**config.mk**
```make
export PLATFORM = sky130hd
export DESIGN_NAME = impuls_gen
export DESIGN_NICKNAME = d
export VERILOG_FILES = /design/src/rtl/fdau_io_pkg.sv /design/src/rtl/msec_edge.sv /design/src/rtl/impuls_gen.sv
export SDC_FILE = /design/constraint.sdc
export NUM_CORES = 1
export LEC_CHECK = 0
export CAP_MARGIN = 20
export CORE_MARGIN = 3
export CORE_UTILIZATION = 54
export CTS_BUF_LIST = sky130_fd_sc_hd__clkbuf_4 sky130_fd_sc_hd__clkbuf_8
export DETAILED_ROUTE_END_ITERATION = 10
export PLACE_DENSITY = 0.8
export SETUP_SLACK_MARGIN = 0.1
export SLEW_MARGIN = 15
export SYNTH_ARGS = -nofsm -noshare
export SYNTH_HDL_FRONTEND = slang
export SYNTH_SLANG_ARGS = --single-unit
```
**constraint.sdc**
```tcl
create_clock -name clock -period 2.9 [get_ports clock]
set_clock_uncertainty 0.1 [all_clocks]
set_input_delay 0.58 -clock clock [delete_from_list [all_inputs] [get_ports clock]]
set_output_delay 0.58 -clock clock [all_outputs]
set_load 0.005 [all_outputs]
```
**src/rtl/fdau_io_pkg.sv**
```systemverilog
// Shared types and constants for the FDAU optional I/O group.
// State encoding and status words used by the impulse blocks.
package fdau_io_pkg;

    typedef enum logic [1:0] {
        IDLE = 2'b00,
        HIGH = 2'b01,
        LOW  = 2'b10,
        DONE = 2'b11
    } state_t;

    localparam logic [15:0] STATUS_ACTIVE = 16'hffff;
    localparam logic [15:0] STATUS_IDLE   = 16'h0000;

endpackage

```
**src/rtl/msec_edge.sv**
```systemverilog
// Rising-edge detector for the millisecond timebase level.
// A level held high for several cycles yields a single tick.
module msec_edge (
    input  logic clock,
    input  logic reset,
    input  logic msec,
    output logic tick
);

    logic msec_q;

    always_ff @(posedge clock or posedge reset) begin
        if (reset) begin
            msec_q <= 1'b0;
        end else begin
            msec_q <= msec;
        end
    end

    assign tick = msec & ~msec_q;

endmodule

```
**src/rtl/impuls_gen.sv**
```systemverilog
// Programmable impulse train transmitter for the FDAU optional I/O group.
// Emits count pulses of high_ms width separated by low_ms gaps.
module impuls_gen
    import fdau_io_pkg::*;
#(
    parameter int W_MS  = 8,
    parameter int W_CNT = 8
) (
    input  logic             clock,
    input  logic             reset,
    input  logic             msec,
    input  logic             start,
    input  logic [W_MS-1:0]  high_ms,
    input  logic [W_MS-1:0]  low_ms,
    input  logic [W_CNT-1:0] count,
    input  logic             abort,
    output logic             impuls_out,
    output logic             busy,
    output logic             done,
    output logic [15:0]      status
);

    state_t            state, state_n;
    logic [W_MS-1:0]   ms_cnt, ms_cnt_n;
    logic [W_MS-1:0]   high_lat, high_lat_n;
    logic [W_MS-1:0]   low_lat, low_lat_n;
    logic [W_CNT-1:0]  pulse_cnt, pulse_cnt_n;
    logic [W_MS-1:0]   high_nz, low_nz;
    logic              tick;
    logic              phase_end;

    msec_edge u_msec_edge (
        .clock (clock),
        .reset (reset),
        .msec  (msec),
        .tick  (tick)
    );

    assign high_nz   = (high_ms == '0) ? W_MS'(1) : high_ms;
    assign low_nz    = (low_ms == '0) ? W_MS'(1) : low_ms;
    // ms_cnt never starts below 1, so <=1 marks the tick that empties it
    assign phase_end = tick && (ms_cnt <= W_MS'(1));

    always_comb begin
        state_n     = state;
        ms_cnt_n    = ms_cnt;
        pulse_cnt_n = pulse_cnt;
        high_lat_n  = high_lat;
        low_lat_n   = low_lat;
        if (abort) begin
            state_n = IDLE;
        end else begin
            unique case (state)
                IDLE: begin
                    if (start) begin
                        high_lat_n  = high_nz;
                        low_lat_n   = low_nz;
                        pulse_cnt_n = count;
                        ms_cnt_n    = high_nz;
                        state_n     = (count == '0) ? DONE : HIGH;
                    end
                end
                HIGH: begin
                    if (phase_end) begin
                        pulse_cnt_n = (pulse_cnt != '0) ? pulse_cnt - W_CNT'(1) : '0;
                        if (pulse_cnt > W_CNT'(1)) begin
                            ms_cnt_n = low_lat;
                            state_n  = LOW;
                        end else begin
                            ms_cnt_n = '0;
                            state_n  = DONE;
                        end
                    end else if (tick) begin
                        ms_cnt_n = ms_cnt - W_MS'(1);
                    end
                end
                LOW: begin
                    if (phase_end) begin
                        ms_cnt_n = high_lat;
                        state_n  = HIGH;
                    end else if (tick) begin
                        ms_cnt_n = ms_cnt - W_MS'(1);
                    end
                end
                DONE: begin
                    state_n = IDLE;
                end
                default: begin
                    state_n = IDLE;
                end
            endcase
        end
    end

    always_ff @(posedge clock or posedge reset) begin
        if (reset) begin
            state      <= IDLE;
            ms_cnt     <= '0;
            pulse_cnt  <= '0;
            high_lat   <= '0;
            low_lat    <= '0;
            impuls_out <= 1'b0;
            busy       <= 1'b0;
            done       <= 1'b0;
            status     <= STATUS_IDLE;
        end else begin
            state      <= state_n;
            ms_cnt     <= ms_cnt_n;
            pulse_cnt  <= pulse_cnt_n;
            high_lat   <= high_lat_n;
            low_lat    <= low_lat_n;
            impuls_out <= (state_n == HIGH);
            busy       <= (state_n != IDLE);
            done       <= (state_n == DONE);
            status     <= (state_n != IDLE) ? STATUS_ACTIVE : STATUS_IDLE;
        end
    end

endmodule

```
Yosys cells after proc, flatten, opt, wreduce, memory -nomap -nowiden:

Index checks and enable logic that the tools add are counted.

* $add $sub $neg: 2
* order comparisons: 2
* equal/unequal tests: 7
* multiplexer cells: 20
* bitwise logic cells: 3
* reductions and logical operators: 12

Operators with widths (number)
* 2-to-1 mux 8 bit: 10
* logical NOT 8 bit: 3
* case mux 8 bit (3 select lines): 1
* 2-to-1 mux 16 bit: 1
* case mux 8 bit (2 select lines): 1
* subtractor 8 x 1 -> 8 bit (second input constant): 2
* 2-to-1 mux 2 bit: 5
* > comparator 8 x 1 -> 1 bit (second input constant): 1
* <= comparator 8 x 1 -> 1 bit (second input constant): 1
* case mux 2 bit (4 select lines): 1
* nonzero test 8 bit: 1
* equality test 2 bit (second input constant): 3
* AND reduction 3 bit: 2
* equality test 2 x 1 -> 1 bit (second input constant): 2
* != test 2 bit (second input constant): 2
* AND reduction 4 bit: 1
* nonzero test 2 bit: 2
* nonzero test 3 bit: 1
* logical NOT 2 bit: 1
* NOT 1 bit: 2
* bitwise AND 1 bit: 1
* logical AND 1 bit: 1
* 2-to-1 mux 1 bit: 1

* register bits after elaboration: 54
* input bits: 29
* word-level logic and storage cells: 56

Depth between registers and ports, before layout:

Gate-level depths: netlist of the first run.

* depth in word-level cells: 8
* mapped depth: 10
* mapped depth without buffers: 7

Hierarchy:

A second synthesis of the first run with hierarchy kept.

* cells, all modules: 280
* area total of the unflattened synthesis: 2667.6 um^2

Modules (own cells, without submodules)
* impuls_gen: instances 1, cells an instance 277, area an instance 2625.0 um^2, sequential area each 925.9 um^2
* msec_edge: instances 1, cells an instance 3, area an instance 42.5 um^2, sequential area each 25.0 um^2

Least setup slack after synthesis of the first run:

OpenSTA, ideal clock, no wires.

* kind: input-to-reg
* start point: in msec
* end point: reg pulse_cnt[6]
* arrival: 2437 ps
* setup slack: 241 ps
* stages on the path: 8
* path buffers: 3
* cells stage by stage: or3b_2 -> clkbuf_1 -> or3_1 -> buf_6 -> a2111oi_4 -> buf_6 -> o21ai_0 -> o2bb2ai_1

* cells in the longest elaborated chain, start to end: 4

RTL lines
* from (decl): line impuls_gen.sv:11 `input logic msec,`
* bitwise AND 1 bit: line msec_edge.sv:20 `assign tick = msec & ~msec_q;`
* logical AND 1 bit: line impuls_gen.sv:42 `assign phase_end = tick && (ms_cnt <= W_MS'(1));`
* != test 2 bit (no source line)
* AND reduction 4 bit (no source line)
* to (signal assigned): line impuls_gen.sv:109 `pulse_cnt <= pulse_cnt_n;`
* to (decl): line impuls_gen.sv:27 `logic [W_CNT-1:0] pulse_cnt, pulse_cnt_n;`

No other way between the ends.
A chain may end at the register's enable or synchronous reset.

Worst setup path after layout of the first run:

* start point: in msec
* end point: reg done

* cells in the longest elaborated chain, start to end: 6
* elaborated cells on any way between the ends: 7

RTL lines
* bitwise AND 1 bit (*): line msec_edge.sv:20
* logical AND 1 bit (*): line impuls_gen.sv:42
* 2-to-1 mux 2 bit, on equally long branches: line impuls_gen.sv:78, impuls_gen.sv:64
* case mux 2 bit (4 select lines) (*): line impuls_gen.sv:53 `unique case (state)`
* 2-to-1 mux 2 bit (*): line impuls_gen.sv:50 `if (abort) begin`
* via state_n[0]: line impuls_gen.sv:23 `state_t state, state_n;`
* equality test 2 bit (*): line impuls_gen.sv:114 `done <= (state_n == DONE);`
* to (signal assigned): line impuls_gen.sv:114
* to (decl): line impuls_gen.sv:19 `output logic done,`

The timed path passes the listed nets; every way through them passes the cells marked *.

==> results of run 1 <==
## cells in the final DEF, fill, tap and decap left out, drive strengths merged, types with 2 or more instances in the layout
master          n
mux2           14
nor4            8
o31ai           2
or2             3
a221o           6
nand2          11
nor2           24
a21oi          19
o2bb2ai         6
or3             3
bufinv          2
nor3b           9
o21ai          19
or4             3
clkinv          2
inv             9
a2bb2oi         2
nand2b          3
nor3           13
clkdlybuf4s50  47
a22o            2
xnor2           3
dfrtp          38
clkbuf          5
a211oi          2
buf            12
nand3           3
ha              9
## critical path: cells and delay by family
family	cells	cell delay, ps
AO/OA/AOI/OAI	1	320
AND/OR/NAND/NOR	4	1250
buffers and inverters	2	630
## logic make-up (layout without fill, tap and decap cells)
family                   after synthesis  in the layout  share of synthesized area (%)
AND/OR/NAND/NOR                       88             88                           19.7
AO/OA/AOI/OAI                         67             67                           19.2
flip-flops                            38             38                           39.2
buffers and inverters                 38             77                           9.65
multiplexers                          14             14                           6.50
adder cells (fa/ha/maj)                9              9                           4.64
XOR/XNOR                               3              3                           1.08
## through the flow
stage / power (mW) / TNS (ps) / setup slack, ps / utilization (%)
after floorplan: 2.07 / 0 / 241 / -
after global placement: 2.43 / -936 / -145 / 68.2
after detailed placement: 2.49 / -1390 / -184 / 68.2
after CTS: 3.05 / 0 / 103 / 71.5
after global routing: 3.31 / 0 / 180 / 72.1
final: 3.08 / 0 / 243 / 72.1
## power by group through the flow
stage          clock network [mW]  logic (mW)  registers [mW]
2_1_floorplan                   0        1.12           0.948
3_3_place_gp                    0        1.42            1.00
3_5_place_dp                    0        1.47            1.02
4_1_cts                     0.551        1.49            1.01
5_1_grt                     0.575        1.68            1.06
6_report                    0.543        1.52            1.02
## registers in the layout, indices dropped and copies added, names as in the netlist, 2 cells and up
signal and cells:
high_lat 8, low_lat 8, ms_cnt 8, pulse_cnt 8
state 2
## final cells by class
class	instances	area (um^2)
flip-flops and latches	38	951
repair buffers	59	561
inverters	10	37.5
well taps	50	62.6
multi-input cells	181	1260
clock buffers	5	68.8
clock inverters	3	68.8
fillers	320	1160
## what timing repair did
| item | in CTS | in global routing |
|---|---|---|
| gates resized for setup | 0 | 4 |
| setup buffers | 0 | 1 |
| endpoints found under the setup margin | 0 | 5 |
## metal layers
metal / vias to the layer above / GRT usage (%) / routed length, um
met2: 63 / 35.8 / 2650
met5: - / 0 / 0
met3: 8 / 4.55 / 322
met4: 0 / 6.15 / 52
met1: 1001 / 31.6 / 2520
li1: 995 / - / -
## worst max path at each step
stage	startpoint	to	slack (ps)	cells after the start
after CTS	msec	impuls_out	100	7
after global placement	msec	done	-150	7
after detailed placement	msec	impuls_out	-180	7
after global routing	msec	impuls_out	180	7
final	msec	done	240	7
after floorplan	msec	pulse_cnt[6]	240	8
==> results.toml, run 1 <==
[detailed_routing]
drc = 0
wirelength_um = 5540
drt-pass1-iter-count = 4
drt_iter0_drc = 158
avgRoutedWirePerCell_um = 16.0
routed-via-count = 2067
ant_nets = 0
viasPerCell = 5.97

[place]
place_area_mm2 = 0.00284
numPortBuffers = 47
dp_cells = 337
gp_congestion = 0.821
dp_hpwl_um = 3970

[synth]
synth_cell_types = 48
synth-async-reset-ratio_pct = 100
synth_edf_count = 0
ys_seq_area_share_pct = 39.2
synth-main-ff-cell = "dfrtp_1"
synth_top_area_share_pct = 39.2
netlist_area_mm2 = 0.00242
synth_common_cells = "38 x dfrtp_1, 24 x nor2_1, 19 x a21oi_1, 18 x buf_4, 18 x o21ai_0"
synth.area.top_cells = "dfrtp_1 39%, mux2_2 6.5%, buf_4 5.6%"
yosysMostFrequentCell = "dfrtp_1"
synth_largest_area_cell = "dfrtp_1"
syn_inst = 257
avgSynthCellArea_um2 = 9.44
synth-seq-cells = 38
syn_nets = 295
ys_warn_count = 0

[power_and_ir_drop]
p_clk_share_pct = 17.7
p_sw_mw = 1.18
combPwrFrac_pct = 49.3
powerDensity_mw_per_mm2 = 1020
pwr-share-seq_pct = 33.0
power.share.switching_pct = 38.3
ir_worst_vdd_mv = 0.610
intPower_mw = 1.90
p_leak_nw = 1.20

[critical_path]
cp-end-kind = "flop"
cp_cell_sequence = "clkdlybuf4s50_1 -> or3b_4 -> or3_4 -> buf_4 -> or2_2 -> a221oi_4 -> and2_1"
critPathRequiredTime_ps = 3030
r2r-start = "ms_cnt[4]"
rr_worst_depth = 6
critPathKind = "in2reg"
arrival_ps = 2790
slowest_stage = "clkdlybuf4s50_1"
reg2reg_to = "done"
startpoint_type = "input port"
worstPathMaxFanout = 4
slowest_delay_ps = 480
r2r_slack_ps = 340

[die]
die_w_um = 73.0
ioPinCount = 48
start_util_pct = 58.1
coreArea_mm2 = 0.00417
die_h_um = 73.0
dieArea_mm2 = 0.00533
rows = 23

[clock_network]
cts.reportedPaths.clkPinSlew_ps = 80
cts_made_buffers = 5
h-tree-depth = 2
clkLatencyLatePin_ps = 300
cts_tree = "done"
hold_buffers = 0
cts.sinks = 38
clk_path_buf_depth = 2
root_buffer = "clkbuf_8"

[sta]
fmax_mhz = 376
fin_crit_ps = 2660
whs_ps = 393
slew_viol_final = 0
period_share_pct = 91.6
setup_viol = 0
hold_viol = 0
worst_pin_slew_ps = 532
max-slew-margin-rel_pct = 64.6
rsz0062_at_grt = "false"

[grt]
grt_max_degree = 39
grt_pass1_wl_um = 9380
grt_pass1_vias = 1973
antenna_found_initial = 0
grt_overflow = 0
grt_usage_pct = 22.7

[hold_path]
hp-class = "reg2reg"
hold_depth = 2
hp-start = "low_lat[0]"
whs_endpoint = "low_lat[0]"

[finish]
layout.cells.non_filler = 346
syn_to_final_growth_pct = 24.0
antenna_cells = 0
postLayoutCellArea_mm2 = 0.00301
drive_gt1_share_pct = 14.5
final_nets = 333

[flow_run]
maxCapViolCount = 0

[run_status]
status = "complete, no violations"
Note: power is estimated with default switching activity, not from simulation.
==> run 2, diff against run 1 <==
CORE_UTILIZATION = 30   (was 54)
PLACE_DENSITY = 0.53   (was 0.8)
==> results.toml, run 2 (synthesis results as in run 1) <==
[run_status]
status = "complete, no violations"

[finish]
ff_latch_area_um2 = 951
drive_gt1_share_pct = 15.4
fill_cells = 805
final_common_cell = "clkdlybuf4s50_1"
multi_input_area_mm2 = 0.00126
syn_to_final_growth_pct = 26.7
final_nets = 336
antenna_cells = 0
layout_common_cells = "47 x clkdlybuf4s50_1, 38 x dfrtp_1, 24 x nor2_1"

[sta]
max-slew-margin-rel_pct = 63.6
rsz0062_at_grt = "false"
fmax_mhz = 376
worst_pin_slew_ps = 547
period_share_pct = 91.7
slew_viol_final = 0
fin_ws_ps = 241
fin_crit_ps = 2660
hold_viol = 0
setup-tns-final_ps = 0
setup_viol = 0

[critical_path]
critPathRequiredTime_ps = 3030
cp_cell_sequence = "clkdlybuf4s50_1 -> or3b_4 -> or3_4 -> buf_4 -> or2_2 -> a221oi_4 -> nor2b_1"
critPathBufInv = 2
slowest_stage = "clkdlybuf4s50_1"
crit_family = "simple AND/OR/NAND/NOR gates"
arrival_ps = 2790
critPathKind = "in2reg"
startpoint_type = "input port"
slowest_delay_ps = 480
cp-end-kind = "flop"
worstPathMaxFanout = 4

[hold_path]
hp-class = "reg2reg"

[detailed_routing]
ant_nets = 0
drt-pass1-iter-count = 4
routed-via-count = 2033
avgRoutedWirePerCell_um = 14.5
drt_iter0_drc = 91
wirelength_um = 5810
viasPerCell = 5.07
drc = 0

[power_and_ir_drop]
powerDensity_mw_per_mm2 = 974
ir_worst_vdd_mv = 0.299
p_leak_nw = 1.20

[die]
start_util_pct = 31.2
coreArea_mm2 = 0.00777
rows = 32
die_w_um = 95.9
ioPinCount = 48
die_h_um = 95.9
dieArea_mm2 = 0.00920

[clock_network]
h-tree-depth = 2
postCtsSetupBuffers = 0
clk_path_buf_depth = 2
cts.reportedPaths.clkPinSlew_ps = 80
cts.sinks = 38
cts_made_buffers = 5
hold_buffers = 0
clkLatencyLatePin_ps = 290
cts_resized = 0
cts_tree = "done"
root_buffer = "clkbuf_8"

[flow_run]
maxCapViolCount = 0

[grt]
grt_pass1_vias = 1985
grt_max_degree = 39
grt_pass1_wl_um = 9650
grt_usage_pct = 13.4
grt_overflow = 0
antenna_found_initial = 0

[place]
numPortBuffers = 47
gp_congestion = 0.776
dp_hpwl_um = 4330
pre_cts_slack_ps = -176
## run 2: cell count changes in the layout (fill, tap and decap cells not counted)
cell / change
clkinvlp_4: +2
buf_4: +3
bufinv_16: -1
clkinv_4: -1
o21ai_0: +1
o21ai_1: -1
## run 2: worst register-to-register path, stage by stage (launching register included)
cell and delay, ps:
dfrtp_1 440, or4_4 580, or3_4 430, buf_4 150
or2_2 290, a221oi_4 330, nor2b_1 160
## run 2: layout make-up
| type | instances | share of cell area, % |
|---|---|---|
| Clock inverter | 3 | 1.47 |
| Sequential cell | 38 | 31.0 |
| Tap cell | 102 | 4.15 |
| Clock buffer | 5 | 2.24 |
| Inverter | 10 | 1.22 |
| Timing Repair Buffer | 62 | 19.0 |
| Multi-Input combinational cell | 181 | 41.0 |
## run 2: report_power, final
group | switching [mW] | leakage (nW) | internal, mW
combinational | 0.733 | 0.685 | 0.788
clock | 0.203 | 0.0504 | 0.256
sequential | 0.235 | 0.464 | 0.777
## run 2: path summary, 6_finish.rpt
kind                       slack, ps  cells after the start      endpoint       start
max                              240                      7    impuls_out        msec
min                              380                      2    low_lat[0]  low_lat[0]
max reg2reg                      360                      6    impuls_out   ms_cnt[4]
min reg2reg                      380                      2    low_lat[0]  low_lat[0]
max in group asynchronous       1760                      3     ms_cnt[1]       reset
min in group asynchronous        610                      3  pulse_cnt[5]       reset
## run 2: metal layers
layer / routed length [um] / track usage (%)
met2: 2800 / 22.2
met3: 239 / 2.27
met1: 2730 / 18.2
met5: 0 / 0
met4: 46 / 3.32
## run 2: per-stage QoR
step	util (%)	total power, mW	area, um^2	instances	hold slack (ps)
2_1_floorplan	-	2.07	2420	257	350
3_3_place_gp	37.8	2.52	2940	393	363
3_5_place_dp	37.8	2.53	2940	393	370
4_1_cts	39.3	3.00	3050	401	390
5_1_grt	39.5	3.26	3070	401	417
6_report	39.5	2.99	3070	401	384
